<file path="src/rtl/rv_prisel_pipe_if.sv">
// Select-pipe bus: request vector and entry data in, one-hot grant back, registered selection out.
// Latency: grant is combinational, selection output follows one cycle later.
// Backpressure: dout_vld/dout_rdy handshake on the output stage; grant is withheld while it stalls.
`timescale 1ns/1ps
interface rv_prisel_pipe_if #(
  parameter int q_num_entries_g = 16,
  parameter int q_dat_width_g   = 7,
  parameter int q_idx_width_g   = 4
);
  logic [0:q_num_entries_g-1]               cond;
  logic [0:q_dat_width_g*q_num_entries_g-1] din;
  logic                                     flush;
  logic [0:q_num_entries_g-1]               sel_gnt;
  logic [0:q_dat_width_g-1]                 dout;
  logic [0:q_idx_width_g-1]                 dout_idx;
  logic                                     dout_vld;
  logic                                     dout_rdy;

  // queue / consumer side
  modport master (
    output cond, din, flush, dout_rdy,
    input  sel_gnt, dout, dout_idx, dout_vld
  );

  // select pipe side
  modport slave (
    input  cond, din, flush, dout_rdy,
    output sel_gnt, dout, dout_idx, dout_vld
  );
endinterface

</file>
<file path="src/rtl/rv_prisel_pipe.sv">
// Priority select for issue queues: highest-index-wins, or rotating priority under RV_PRISEL_RR_EN.
// Latency: sel_gnt combinational (0 cycles), dout/dout_idx/dout_vld registered (1 cycle).
// Backpressure: output stage stalls while dout_vld & ~dout_rdy; no grant is issued during a stall.
`timescale 1ns/1ps
module rv_prisel_pipe #(
  parameter int q_num_entries_g = 16,
  parameter int q_dat_width_g   = 7,
  parameter int q_idx_width_g   = 4
) (
  input  logic            clk,
  input  logic            rst_b,
  rv_prisel_pipe_if.slave io_sel
);

  localparam int N  = q_num_entries_g;
  localparam int W  = q_dat_width_g;
  localparam int IW = q_idx_width_g;
  // leaves of the select tree, padded up to a power of two
  localparam int P  = 1 << IW;

  if (q_idx_width_g != $clog2(q_num_entries_g)) begin : g_chk_idx
    $error("rv_prisel_pipe: q_idx_width_g must equal ceil(log2(q_num_entries_g))");
  end
  if (q_num_entries_g < 2 || q_num_entries_g > 32) begin : g_chk_n
    $error("rv_prisel_pipe: q_num_entries_g must lie in 2..32");
  end

  typedef struct packed {
    logic          vld;
    logic [IW-1:0] idx;
  } win_t;

  // Log-depth highest-index select: each level merges node pairs, the upper
  // child wins when it holds a request. Nodes are rewritten in place; node j
  // is only written after nodes 2j and 2j+1 have been read.
  function automatic win_t f_tree(input logic [P-1:0] req);
    logic [P-1:0]  v;
    logic [IW-1:0] ix [P];
    win_t          res;
    for (int i = 0; i < P; i++) begin
      v[i]  = req[i];
      ix[i] = IW'(i);
    end
    for (int lvl = 0; lvl < IW; lvl++) begin
      for (int j = 0; j < (P >> (lvl + 1)); j++) begin
        ix[j] = v[2*j+1] ? ix[2*j+1] : ix[2*j];
        v[j]  = v[2*j+1] | v[2*j];
      end
    end
    res.vld = v[0];
    res.idx = ix[0];
    return res;
  endfunction

  logic [P-1:0]  w_req;
  win_t          w_win;
  logic          w_can_load;
  logic          w_accept;
  logic [0:W-1]  w_win_dat;
  logic [0:N-1]  w_gnt;

  logic          r_dout_vld;
  logic [0:W-1]  r_dout;
  logic [IW-1:0] r_dout_idx;

  // map the big-endian request vector onto tree leaves; pad leaves stay idle
  always_comb begin
    w_req = '0;
    for (int i = 0; i < N; i++) begin
      w_req[i] = io_sel.cond[i];
    end
  end

`ifdef RV_PRISEL_RR_EN
  logic [IW-1:0] r_ptr_q;
  logic [P-1:0]  w_req_m;
  win_t          w_win_m;
  win_t          w_win_a;

  // entries at or below the pointer go first; if none, wrap to the highest request
  always_comb begin
    w_req_m = '0;
    for (int i = 0; i < P; i++) begin
      w_req_m[i] = w_req[i] & (IW'(i) <= r_ptr_q);
    end
    w_win_m = f_tree(w_req_m);
    w_win_a = f_tree(w_req);
    w_win   = w_win_m.vld ? w_win_m : w_win_a;
  end

  // pointer moves just below the accepted entry, wrapping from 0 to N-1
  always_ff @(posedge clk or negedge rst_b) begin
    if (!rst_b) begin
      r_ptr_q <= IW'(N - 1);
    end else if (w_accept) begin
      r_ptr_q <= (w_win.idx == '0) ? IW'(N - 1) : w_win.idx - 1'b1;
    end
  end
`else
  // fixed priority: plain highest-index select
  always_comb begin
    w_win = f_tree(w_req);
  end
`endif

  // accept only when the output stage can take a new entry and not in reset/flush
  always_comb begin
    w_can_load = ~r_dout_vld | io_sel.dout_rdy;
    w_accept   = rst_b & w_can_load & w_win.vld & ~io_sel.flush;
  end

  // one-hot grant and data mux for the winning entry
  always_comb begin
    w_win_dat = '0;
    w_gnt     = '0;
    for (int i = 0; i < N; i++) begin
      if (w_win.idx == IW'(i)) begin
        w_win_dat = io_sel.din[i*W +: W];
        w_gnt[i]  = w_accept;
      end
    end
  end

  // output stage: flush kills, accept loads, an idle drain clears valid, stall holds.
  // dout/dout_idx are cleared on reset so the stage powers up at a known zero.
  always_ff @(posedge clk or negedge rst_b) begin
    if (!rst_b) begin
      r_dout_vld <= 1'b0;
      r_dout     <= '0;
      r_dout_idx <= '0;
    end else if (io_sel.flush) begin
      r_dout_vld <= 1'b0;
    end else if (w_accept) begin
      r_dout_vld <= 1'b1;
      r_dout     <= w_win_dat;
      r_dout_idx <= w_win.idx;
    end else if (w_can_load) begin
      r_dout_vld <= 1'b0;
    end
  end

  // drive the bus outputs
  always_comb begin
    io_sel.sel_gnt  = w_gnt;
    io_sel.dout     = r_dout;
    io_sel.dout_idx = r_dout_idx;
    io_sel.dout_vld = r_dout_vld;
  end

endmodule
</file>
<file path="src/flat_wrapper.sv">
// flat-port wrapper written by rule: the top's interface ports become plain ports
module rv_prisel_pipe_flat 
#(
  parameter int q_num_entries_g = 16,
  parameter int q_dat_width_g   = 7,
  parameter int q_idx_width_g   = 4
)
  (clk, rst_b, io_sel_cond, io_sel_din, io_sel_flush, io_sel_dout_rdy, io_sel_sel_gnt, io_sel_dout, io_sel_dout_idx, io_sel_dout_vld);
  rv_prisel_pipe_if #(.q_num_entries_g(q_num_entries_g), .q_dat_width_g(q_dat_width_g), .q_idx_width_g(q_idx_width_g)) io_sel_i ();
  input  logic clk;
  input  logic rst_b;
  input wire logic [$bits(io_sel_i.cond)-1:0] io_sel_cond;
  input wire logic [$bits(io_sel_i.din)-1:0] io_sel_din;
  input wire logic [$bits(io_sel_i.flush)-1:0] io_sel_flush;
  input wire logic [$bits(io_sel_i.dout_rdy)-1:0] io_sel_dout_rdy;
  output wire logic [$bits(io_sel_i.sel_gnt)-1:0] io_sel_sel_gnt;
  output wire logic [$bits(io_sel_i.dout)-1:0] io_sel_dout;
  output wire logic [$bits(io_sel_i.dout_idx)-1:0] io_sel_dout_idx;
  output wire logic [$bits(io_sel_i.dout_vld)-1:0] io_sel_dout_vld;
  assign io_sel_i.cond = io_sel_cond;
  assign io_sel_i.din = io_sel_din;
  assign io_sel_i.flush = io_sel_flush;
  assign io_sel_i.dout_rdy = io_sel_dout_rdy;
  assign io_sel_sel_gnt = io_sel_i.sel_gnt;
  assign io_sel_dout = io_sel_i.dout;
  assign io_sel_dout_idx = io_sel_i.dout_idx;
  assign io_sel_dout_vld = io_sel_i.dout_vld;
  rv_prisel_pipe #(.q_num_entries_g(q_num_entries_g), .q_dat_width_g(q_dat_width_g), .q_idx_width_g(q_idx_width_g)) u_core (.clk(clk), .rst_b(rst_b), .io_sel(io_sel_i));
endmodule
</file>
<file path="config.mk">
export PLATFORM = sky130hd
export DESIGN_NAME = rv_prisel_pipe_flat
export DESIGN_NICKNAME = d
export VERILOG_FILES = /design/src/rtl/rv_prisel_pipe_if.sv /design/src/rtl/rv_prisel_pipe.sv /design/src/flat_wrapper.sv
export SDC_FILE = /design/constraint.sdc
export NUM_CORES = 1
export LEC_CHECK = 0
export BUFFER_PORTS_ARGS = -buffer_cell sky130_fd_sc_hd__buf_4
export CAP_MARGIN = 40
export CORE_ASPECT_RATIO = 1.4
export CORE_MARGIN = 3
export CORE_UTILIZATION = 44
export CTS_BUF_LIST = sky130_fd_sc_hd__clkbuf_2 sky130_fd_sc_hd__clkbuf_4 sky130_fd_sc_hd__clkbuf_8
export CTS_CLUSTER_SIZE = 14
export DETAILED_ROUTE_END_ITERATION = 8
export PLACE_DENSITY = 0.89
export SKIP_CTS_REPAIR_TIMING = 1
export SYNTH_ARGS = -nofsm -noshare
export SYNTH_HDL_FRONTEND = slang
export SYNTH_SLANG_ARGS = --single-unit
</file>
<file path="constraint.sdc">
create_clock -name clk -period 4.85 [get_ports clk]
set_input_delay 0.2425 -clock clk [delete_from_list [all_inputs] [get_ports clk]]
set_output_delay 0.2425 -clock clk [all_outputs]
set_load 0.02 [all_outputs]
</file>
==> results of run 1 <==
[how the worst max path moves through the flow]
stage                         from            endpoint  slack [ns]  depth (start not counted)
CTS                 io_sel_cond[0]   io_sel_sel_gnt[9]        1.83                          9
detailed placement  io_sel_cond[0]   io_sel_sel_gnt[9]        1.84                          9
finish              io_sel_cond[0]   io_sel_sel_gnt[9]        1.78                          9
global route        io_sel_cond[0]   io_sel_sel_gnt[9]        1.49                          9
global placement    io_sel_cond[0]   io_sel_sel_gnt[9]        1.97                          9
floorplan           io_sel_cond[0]  io_sel_sel_gnt[13]        2.56                          5
[logic make-up after synthesis]
family,count (synthesis),share of synthesized area (%)
muxes,11,5.594
DFF,12,15.08
and+or+nand+nor,137,34.07
AOI/OAI and AO/OA,115,39.28
buffers and inverters,25,5.971
[sequential cells by signal (all words and copies together) (netlist names)]
| signal | flops |
|---|---|
| u_core.io_sel.dout_vld | 1 |
| u_core.io_sel.dout | 7 |
| u_core.io_sel.dout_idx | 4 |
[routing by layer]
layer / track usage (%) / share of wire [%]
met4: 15.46 / 4.5
met1: 33.39 / 36
met2: 58.93 / 50
met5: 0 / 0
met3: 7.077 / 9.7
[worst max-delay path, cell delays in order]
cell and delay (ns):
buf_4 0.18, nor4_4 0.37, nand2_2 0.16, nor2_1 0.45, nand3_1 0.16, nand4b_1 0.59, buf_4 0.36, nor3_1 0.09
buf_4 0.20
[placed cells by master (no fill, tap or decap), types with 2 or more instances in the layout]
| cell type | count |
|---|---|
| a221o_1 | 3 |
| nor3_1 | 21 |
| o22ai_1 | 12 |
| a211o_1 | 2 |
| or2_2 | 2 |
| o21a_1 | 4 |
| a2bb2oi_1 | 2 |
| o31ai_1 | 4 |
| dfrtp_1 | 12 |
| a222oi_1 | 3 |
| or3_1 | 3 |
| mux2i_1 | 10 |
| nand3_1 | 10 |
| a211oi_1 | 2 |
| a31oi_1 | 5 |
| and2_1 | 4 |
| nand2_1 | 38 |
| nor4_1 | 3 |
| nor2_2 | 2 |
| o21ai_1 | 4 |
| nor2_1 | 33 |
| buf_4 | 160 |
| o31a_1 | 2 |
| nand2b_1 | 3 |
| and3_1 | 3 |
| nor2b_1 | 6 |
| o221ai_1 | 3 |
| clkbuf_8 | 3 |
| o21ai_0 | 22 |
| a21oi_1 | 26 |
| inv_1 | 7 |
| a221oi_1 | 3 |
| a21oi_2 | 2 |
[power by group through the flow]
stage / registers (mW) / logic (mW) / clock network (mW)
after CTS: 0.124 / 0.248 / 0.0862
after global placement: 0.125 / 0.244 / 0
after detailed placement: 0.125 / 0.247 / 0
after floorplan: 0.141 / 0.0942 / 0
after global routing: 0.125 / 0.270 / 0.0904
final: 0.124 / 0.250 / 0.0855
[cell type report]
class | instances | area (sq um)
Timing Repair Buffer | 161 | 1211
Clock buffer | 3 | 41.29
Sequential cell | 12 | 300.3
Inverter | 7 | 26.28
Fill cell | 382 | 1084
Tap cell | 60 | 75.07
Multi-Input combinational cell | 263 | 1572
[stage by stage]
stage / util [%] / power (mW)
2_1_floorplan: - / 0.2355
5_1_grt: 74.85 / 0.4861
4_1_cts: 74.62 / 0.4578
6_report: 74.85 / 0.4597
3_3_place_gp: 73.66 / 0.3689
3_5_place_dp: 73.66 / 0.3721
==> metrics.md, run 1 <==
| Metric | Value |
|---|---|
| Clock Power Share | 18.6% |
| Mean post-synth cell area | 6.636 sq um |
| RD Place Congestion | 0.9674 |
| FF+latch count, synth | 12 |
| Setup crit end kind | output port |
| Flop2flop setup slack | 2.56 ns |
| # port buffers | 159 |
| Die Width | 62.85 um |
| Total Routing Usage GR | 31.69% |
| Row Count | 28 |
| Worst skew pair latency | 0.23 ns |
| Min-delay src | io_sel_flush |
| Worst VDD drop | 0.1030 mV |
| Hold Path End | u_core.io_sel.dout_vld$_DFFE_PN0P_ |
| Sink Count | 12 |
| Drt pass-1 iters | 5 |
| Worst flop-to-flop path endpoint | u_core.io_sel.dout[5]$_DFFE_PN0P_ |
| Pleak | 1.493 nW |
| Root buffer cell | clkbuf_8 |
| Post-layout min period | 3.066 ns |
| Psw | 164.3 uW |
| Syn_nets | 432 |
| Worst Path Required | 4.61 ns |
| Final setup violation count | 0 |
| Clock Path Buffers | 2 |
| Syn Inst Count | 300 |
| Combinational Power Share | 54.3% |
| DP Area | 3174 sq um |
| Worst slew pin tran | 0.7911 ns |
| Worst reg2reg path depth | 6 |
| Vias in the first global route | 2942 |
| Htree depth | 1 |
| Most frequent cells after synthesis | 38 x nand2_1, 33 x nor2_1, 26 x a21oi_1 |
| Post-DRT Antenna Nets | 0 |
| Synth warn | 0 |
| CP max FO | 22 |
| Worst Setup Slack, final | 1.784 ns |
| Number of instances in the placed design | 502 |
| TritonCTS clock tree | done |
| Initial antenna violation count | 0 |
| Share of flip-flops with an asynchronous set or reset | 100.0% |
| Synth Flop Type | dfrtp_1 |
| Final Hold Vio Count | 0 |
| Worst reg2reg startpoint | u_core.io_sel.dout_vld$_DFFE_PN0P_ |
| PD cells | 142.5 nW/um^2 |
| Fin crit share | 63.22% |
| Dpl ws | 1.845 ns |
| HPWL after detailed placement | 7477 um |
| Via/cell ratio | 6.069 |
| Max_cap viols | 0 |
| Gr ovfl total | 0 |
| Layout cell share with drive strength beyond 1 | 40.36% |
| Worst Hold Depth | 2 |
| Arrival @ worst endpoint | 2.82 ns |
| Nets | 580 |
| First-pass GRT wire length | 13850 um |
| Pin count of the biggest net entering global routing | 26 |
| Num CTS Buffers | 3 |
| Slew headroom | 47.13% |
| Top-count cell post-synth | nand2_1 |
| Type of the worst min-delay path | in -> reg |
| Setup TNS | 0 ns |
| Clock skew | 0.0009449 ns |
| Detailed-route via count | 3071 |
| Synth top area share | 15.08% |
| I/O pin count | 160 |
| Detailed Route WL | 9022 um |
| Sw frac | 35.75% |
| Fin Hold WS | 0.2161 ns |
| Die Area | 5379 sq um |
| # diodes | 0 |
| WS Path Type | in -> out |
| RSZ-0062 raised after global routing | no |
| Sequential-to-total area share from yosys stat | 15.08% |
| Drt wl/cell | 17.83 um |
| Area growth syn-to-layout | 62.04% |
| Status | complete, no violations |
| Final cell count without fillers | 506 |
| Yosys top cell by area | dfrtp_1 |
| Core area | 4309 sq um |
| Finished Cell Area | 3226 sq um |
| Ranking of synthesized cells by area | dfrtp_1 15%, nand2_1 7.2%, a21oi_1 6.5% |
| Synth cell types | 61 |
| Pint | 295.4 uW |
| Achievable frequency | 0.3261 GHz |
| Clock transition at path regs | 0.05 ns |
| Netlist Area Pre-Place | 1991 sq um |
| EDFF count, synth | 0 |
| Initial core utilization | 46.20% |
| Max-slew violations | 0 |
| Die Ht | 85.59 um |
| Reg power frac | 27.1% |
| Residual DRC count | 0 |
| DRT iter0 DRCs | 280 |
| Startpoint Class | input port |
No activity file was read; power rests on OpenSTA's default activity.
==> run 2: changes to the inputs <==
--- a/config.mk
+++ b/config.mk
@@ -9,11 +9,11 @@
 export CAP_MARGIN = 40
 export CORE_ASPECT_RATIO = 1.4
 export CORE_MARGIN = 3
-export CORE_UTILIZATION = 44
+export CORE_UTILIZATION = 37
 export CTS_BUF_LIST = sky130_fd_sc_hd__clkbuf_2 sky130_fd_sc_hd__clkbuf_4 sky130_fd_sc_hd__clkbuf_8
 export CTS_CLUSTER_SIZE = 14
 export DETAILED_ROUTE_END_ITERATION = 8
-export PLACE_DENSITY = 0.89
+export PLACE_DENSITY = 0.8
 export SKIP_CTS_REPAIR_TIMING = 1
 export SYNTH_ARGS = -nofsm -noshare
 export SYNTH_HDL_FRONTEND = slang
==> constraint.sdc (replaced) <==
create_clock -name clk -period 2.7 [get_ports clk]
set_input_delay 0.135 -clock clk [delete_from_list [all_inputs] [get_ports clk]]
set_output_delay 0.135 -clock clk [all_outputs]
set_load 0.02 [all_outputs]
==> metrics.md, run 2 (same netlist as run 1, synthesis figures left out) <==
| Metric | Value |
|---|---|
| Area growth syn-to-layout | 65.43% |
| Row Count | 31 (+11%) |
| Max_cap viols | 0 (unchanged) |
| # diodes | 0 (unchanged) |
| Drt pass-1 iters | 5 (unchanged) |
| Worst Path Required | 2.82 ns (-1.79 ns) |
| Detailed-route via count | 3014 (-1.9%) |
| Type of the worst min-delay path | in -> reg |
| First-pass GRT wire length | 13990 um (+1.0%) |
| Die Ht | 92.79 um (+8.4%) |
| Nets | 588 (+1.4%) |
| Root buffer cell | clkbuf_8 |
| Via/cell ratio | 5.796 (-4.5%) |
| Startpoint Class | input port |
| CP top delay family | compound AO/OA/AOI/OAI gates |
| Initial antenna violation count | 0 (unchanged) |
| Status | complete, no violations |
| Slew headroom | 57.01% (+9.9 points) |
| Post-DRT Antenna Nets | 0 (unchanged) |
| Final Hold Vio Count | 0 (unchanged) |
| Total Routing Usage GR | 28.64% (-3.0 points) |
| Gr ovfl total | 0 (unchanged) |
| TritonCTS clock tree | done |
| Die Area | 6308 sq um (+17%) |
| # port buffers | 159 (unchanged) |
| Arrival @ worst endpoint | 2.32 ns (-0.50 ns) |
| Worst slew pin tran | 0.6406 ns (-0.1506 ns) |
| Core area | 5197 sq um (+21%) |
| Finished Cell Area | 3293 sq um (+2.1%) |
| Pin count of the biggest net entering global routing | 20 (-23%) |
| WS Path Type | in -> reg |
| Vias in the first global route | 2962 (+0.68%) |
| Sink Count | 12 (unchanged) |
| PD cells | 253.8 nW/um^2 (+78%) |
| Achievable frequency | 0.4558 GHz |
| Drt wl/cell | 18.13 um (+1.7%) |
| Htree depth | 1 (unchanged) |
| Max-slew violations | 0 (unchanged) |
| RD Place Congestion | 0.9206 (-4.8%) |
| Number of instances in the placed design | 516 (+2.8%) |
| Num CTS Buffers | 3 (unchanged) |
| Die Width | 67.99 um (+8.2%) |
| Clock transition at path regs | 0.05 ns (about the same) |
| HPWL after detailed placement | 7910 um (+5.8%) |
| CP peak stage delay | 0.57 ns (-0.02 ns) |
| I/O pin count | 160 (unchanged) |
| Most frequent cells in the layout | 168 x buf_4, 38 x nand2_1, 33 x nor2_1 |
| Worst-path cell chain | buf_4, nor4_4, nand2_2, o21ai_1, nand2_1, a2bb2oi_1, o22ai_1, o211ai_1, a21o_1 |
| Final cell count without fillers | 520 (+2.8%) |
| Setup crit end kind | flip-flop |
| Clock skew | 0.0003443 ns (-0.0006006 ns) |
| Clock Path Buffers | 2 (unchanged) |
| CP max FO | 19 (-14%) |
| RSZ-0062 raised after global routing | no |
| Initial core utilization | 38.30% (-7.9 points) |
| Worst VDD drop | 0.1298 mV (+26%) |
| Residual DRC count | 0 (unchanged) |
| Fin crit share | 81.25% |
| Setup TNS | 0 ns (unchanged) |
| Finished Core Util | 63.36% (-11 points) |
| Layout cell share with drive strength beyond 1 | 41.41% (+1.1 points) |
| Final setup violation count | 0 (unchanged) |
| Buf/Inv on CP | 1 (-2) |
| Pleak | 1.532 nW (+2.6%) |
| Post-layout min period | 2.194 ns |
| Most common cell after layout, fill and taps aside | buf_4 |
| Detailed Route WL | 9429 um (+4.5%) |
| Critical path's slowest cell | o21ai_1 |
| Worst skew pair latency | 0.23 ns (about the same) |
| Max FFs per register | 7 (unchanged) |
| DP Area | 3242 sq um (+2.1%) |
| DRT iter0 DRCs | 223 (-20%) |
run 2: changes by cell type in the layout (fill, tap and decap cells not counted), sizes merged:
cell	before	now
buf	160	168
run 2: area by class of cell:
| type | instances | area [sq um] |
|---|---|---|
| Fill cell | 501 | 1904 |
| Multi-Input combinational cell | 263 | 1572 |
| Timing Repair Buffer | 169 | 1271 |
| Sequential cell | 12 | 300.3 |
| Tap cell | 66 | 82.58 |
| Clock buffer | 3 | 41.29 |
| Inverter | 7 | 26.28 |
run 2: final timing paths:
| kind | startpoint | to | slack, ns | cells past startpoint |
|---|---|---|---|---|
| min | io_sel_flush | u_core.io_sel.dout_vld$_DFFE_PN0P_ | 0.13 | 2 |
| max | io_sel_cond[0] | u_core.io_sel.dout[0]$_DFFE_PN0P_ | 0.51 | 9 |
| max in group asynchronous | rst_b | u_core.io_sel.dout[3]$_DFFE_PN0P_ | 2.23 | 2 |
| max reg2reg | u_core.io_sel.dout_vld$_DFFE_PN0P_ | u_core.io_sel.dout[1]$_DFFE_PN0P_ | 1.01 | 6 |
| min in group asynchronous | rst_b | u_core.io_sel.dout_idx[2]$_DFFE_PN0P_ | 0.31 | 2 |
| min reg2reg | u_core.io_sel.dout[2]$_DFFE_PN0P_ | u_core.io_sel.dout[2]$_DFFE_PN0P_ | 0.50 | 2 |
run 2: where the power goes:
group          switching [mW]  total [mW]  internal, mW
logic                   0.223       0.456         0.233
clock network          0.0577       0.155        0.0977
registers              0.0187       0.225         0.206
run 2: metal layers:
| metal | share of wire (%) | track usage (%) | vias to the layer above |
|---|---|---|---|
| met5 | 0 | 0 | - |
| met4 | 3.8 | 11.94 | 0 |
| met3 | 8.7 | 3.277 | 24 |
| met2 | 50 | 51.65 | 194 |
| met1 | 38 | 32.62 | 1339 |
| li1 | - | - | 1457 |
run 2: through the flow:
step | setup WS, ns | total power, mW | hold slack, ns
floorplan | 0.6287 | 0.4230 | -0.1606
global placement | 0.3247 | 0.6762 | -0.01338
detailed placement | 0.3029 | 0.6774 | -0.01432
CTS | 0.5416 | 0.8336 | -0.2621
global route | 0.3580 | 0.8895 | 0.1367
finish | 0.5063 | 0.8357 | 0.1289
==> run 3: changes to the inputs <==
--- a/config.mk
+++ b/config.mk
@@ -5,15 +5,16 @@
 export SDC_FILE = /design/constraint.sdc
 export NUM_CORES = 1
 export LEC_CHECK = 0
+export ABC_AREA = 1
 export BUFFER_PORTS_ARGS = -buffer_cell sky130_fd_sc_hd__buf_4
 export CAP_MARGIN = 40
 export CORE_ASPECT_RATIO = 1.4
 export CORE_MARGIN = 3
-export CORE_UTILIZATION = 37
+export CORE_UTILIZATION = 40
 export CTS_BUF_LIST = sky130_fd_sc_hd__clkbuf_2 sky130_fd_sc_hd__clkbuf_4 sky130_fd_sc_hd__clkbuf_8
 export CTS_CLUSTER_SIZE = 14
 export DETAILED_ROUTE_END_ITERATION = 8
-export PLACE_DENSITY = 0.8
+export PLACE_DENSITY = 0.83
 export SKIP_CTS_REPAIR_TIMING = 1
 export SYNTH_ARGS = -nofsm -noshare
 export SYNTH_HDL_FRONTEND = slang
==> constraint.sdc (replaced) <==
create_clock -name clk -period 2.2 [get_ports clk]
set_input_delay 0.11 -clock clk [delete_from_list [all_inputs] [get_ports clk]]
set_output_delay 0.11 -clock clk [all_outputs]
set_load 0.02 [all_outputs]
==> metrics.md, run 3 <==
| Metric | Value |
|---|---|
| Status | complete, no violations |
| Buf/Inv on CP | 5 (+4) |
| CP max FO | 20 (+1) |
| Yosys top cell by area | nand2_1 |
| Pleak | 1.834 nW (+20%) |
| Clock Path Buffers | 2 (unchanged) |
| Pin count of the biggest net entering global routing | 24 (+20%) |
| Detailed Route WL | 8098 um (-14%) |
| Num CTS Buffers | 3 (unchanged) |
| Die Width | 64.72 um (-4.8%) |
| RSZ-0062 raised after global routing | no |
| Final setup violation count | 0 (unchanged) |
| CP Launch Point | io_sel_cond[5] |
| Worst reg2reg startpoint | u_core.io_sel.dout_vld$_DFFE_PN0P_ |
| Critical path's slowest cell | nor4_1 |
| Mean post-synth cell area | 5.454 sq um (-18%) |
| DP Area | 3218 sq um (-0.73%) |
| Worst slew pin tran | 0.5983 ns (-0.04227 ns) |
| First-pass GRT wire length | 12630 um (-9.7%) |
| Final Hold Vio Count | 0 (unchanged) |
| Fin crit share | 94.38% |
| WS Path Type | in -> out |
| Syn_nets | 486 (+13%) |
| # port buffers | 159 (unchanged) |
| Drt pass-1 iters | 4 (-1) |
| Htree depth | 1 (unchanged) |
| Die Ht | 88.20 um (-4.9%) |
| Via/cell ratio | 4.957 (-14%) |
| Core area | 4608 sq um (-11%) |
| Min-delay src | io_sel_flush |
| HPWL after detailed placement | 6789 um (-14%) |
| Syn Inst Count | 354 (+18%) |
| Most frequent cells after synthesis | 108 x nand2_1, 59 x nor2_1, 53 x inv_1 |
| Slew headroom | 59.98% (+3.0 points) |
| EDFF count, synth | 0 (unchanged) |
| Netlist Area Pre-Place | 1931 sq um (-3.0%) |
| Multi-input gate area | 1360 sq um (-13%) |
| Finished Cell Area | 3278 sq um (-0.46%) |
| Sink Count | 12 (unchanged) |
| Setup crit end kind | output port |
| TritonCTS clock tree | done |
| Max-slew violations | 0 (unchanged) |
| FF+latch count, synth | 12 (unchanged) |
| Max FFs per register | 7 (unchanged) |
| Synth cell types | 30 (-51%) |
| Ranking of synthesized cells by area | nand2_1 21%, dfrtp_1 16%, nand4_1 12% |
| Post-layout min period | 2.076 ns |
| Final cell count without fillers | 578 (+11%) |
| Filler cell count | 419 (-16%) |
| Worst-path cell chain | buf_4, nor2_1, nand2_1, inv_1, nand2_2, nor2_4, inv_1, nor4_1, or3_1, buf_4, nor3_1, buf_4 |
| Gr ovfl total | 0 (unchanged) |
| Area growth syn-to-layout | 69.80% |
| Row Count | 29 (-6.5%) |
| Post-DRT Antenna Nets | 0 (unchanged) |
| Clock skew | 0.005852 ns (+0.005507 ns) |
| Startpoint Class | input port |
| I/O pin count | 160 (unchanged) |
| Detailed-route via count | 2865 (-4.9%) |
| DRT iter0 DRCs | 236 (+5.8%) |
| Initial core utilization | 41.90% (+3.6 points) |
| Synth top area share | 21.00% (+5.9 points) |
| Worst VDD drop | 0.3088 mV (+140%) |
| Number of instances in the placed design | 574 (+11%) |
| # diodes | 0 (unchanged) |
| Clock transition at path regs | 0.05 ns (about the same) |
| Synth Flop Type | dfrtp_1 |
| Sequential-to-total area share from yosys stat | 15.55% (+0.47 points) |
| PD cells | 300.0 nW/um^2 (+18%) |
| Crit path top cell by count | buf_4 |
| Root buffer cell | clkbuf_8 |
| CP peak stage delay | 0.25 ns (-0.32 ns) |
| Most common cell after layout, fill and taps aside | buf_4 |
| Total Routing Usage GR | 27.97% (-0.67 points) |
| Type of the worst min-delay path | in -> reg |
| Share of flip-flops with an asynchronous set or reset | 100.0% (unchanged) |
| Max_cap viols | 0 (unchanged) |
| Die Area | 5708 sq um (-9.5%) |
| Worst skew pair latency | 0.24 ns (about the same) |
| Top-count cell post-synth | nand2_1 |
| Worst Path Required | 2.09 ns (-0.73 ns) |
| Most frequent cells in the layout | 166 x buf_4, 108 x nand2_1, 59 x nor2_1 |
| Arrival @ worst endpoint | 1.97 ns (-0.35 ns) |
| Residual DRC count | 0 (unchanged) |
| Layout cell share with drive strength beyond 1 | 38.18% (-3.2 points) |
| Nets | 650 (+11%) |
| Initial antenna violation count | 0 (unchanged) |
| Drt wl/cell | 14.01 um (-23%) |
| Synth warn | 0 (unchanged) |
| RD Place Congestion | 0.9215 (about the same) |
| CP top delay family | simple AND/OR/NAND/NOR gates |
| Register area | 300.3 sq um (unchanged) |
| Vias in the first global route | 2877 (-2.9%) |
| Achievable frequency | 0.4816 GHz |
-- run 3: power breakdown --
group          leakage, nW  internal, mW  switching, mW
clock network       0.0216         0.121         0.0839
registers            0.147         0.257         0.0233
logic                 1.67         0.260          0.239
-- run 3: path summary, 6_finish.rpt --
path	cells past startpoint	slack, ns	endpoint
worst max-delay path	12	0.12	io_sel_sel_gnt[11]
worst min-delay path	2	0.04	u_core.io_sel.dout_vld$_DFFE_PN0P_
worst max register to register	8	0.68	u_core.io_sel.dout[2]$_DFFE_PN0P_
worst min register to register	2	0.49	u_core.io_sel.dout[6]$_DFFE_PN0P_
max in group asynchronous	2	1.39	u_core.io_sel.dout_idx[2]$_DFFE_PN0P_
min in group asynchronous	2	0.41	u_core.io_sel.dout[1]$_DFFE_PN0P_
-- run 3: metrics by stage --
stage / utilization [%] / setup TNS, ns / total power, mW / hold WS (ns) / setup WS (ns)
after floorplan: - / 0 / 0.4813 / -0.1856 / 0.2355
after global placement: 69.83 / 0 / 0.7732 / -0.03566 / 0.1060
after detailed placement: 69.83 / -0.003577 / 0.7749 / -0.03361 / -0.003577
after CTS: 70.73 / 0 / 0.9873 / -0.2975 / 0.1155
after global routing: 71.14 / 0 / 1.046 / 0.05617 / 0.01872
final: 71.14 / 0 / 0.9834 / 0.04492 / 0.1236
-- run 3: cell families after synthesis --
logic type | share of synthesized area (%)
compound gates | 6.481
flops | 15.55
buf+inv | 14.45
simple gates | 63.51
-- run 3: metal layers --
layer	GRT usage (%)	vias up	wire [um]
met5	0	-	0
met4	13.85	0	293
met3	4.365	31	678
met2	50.74	151	4171
met1	31.41	1232	2955
li1	-	1451	-
-- run 3: layout make-up --
cell class / instances / share of cell area (%)
repair buffers: 168 / 38.93
flip-flops and latches: 12 / 9.160
clock buffers: 3 / 1.260
inverters: 58 / 6.794
multi-input cells: 275 / 41.49
well taps: 62 / 2.366
-- run 3: worst reg2reg max path: stages (launching register included) --
cell and delay (ns):
dfrtp_1 0.38, inv_1 0.07, o21ai_0 0.06, or3_1 0.40, buf_12 0.18, nor2_1 0.14, a22o_1 0.15, inv_1 0.04
nand2_1 0.05
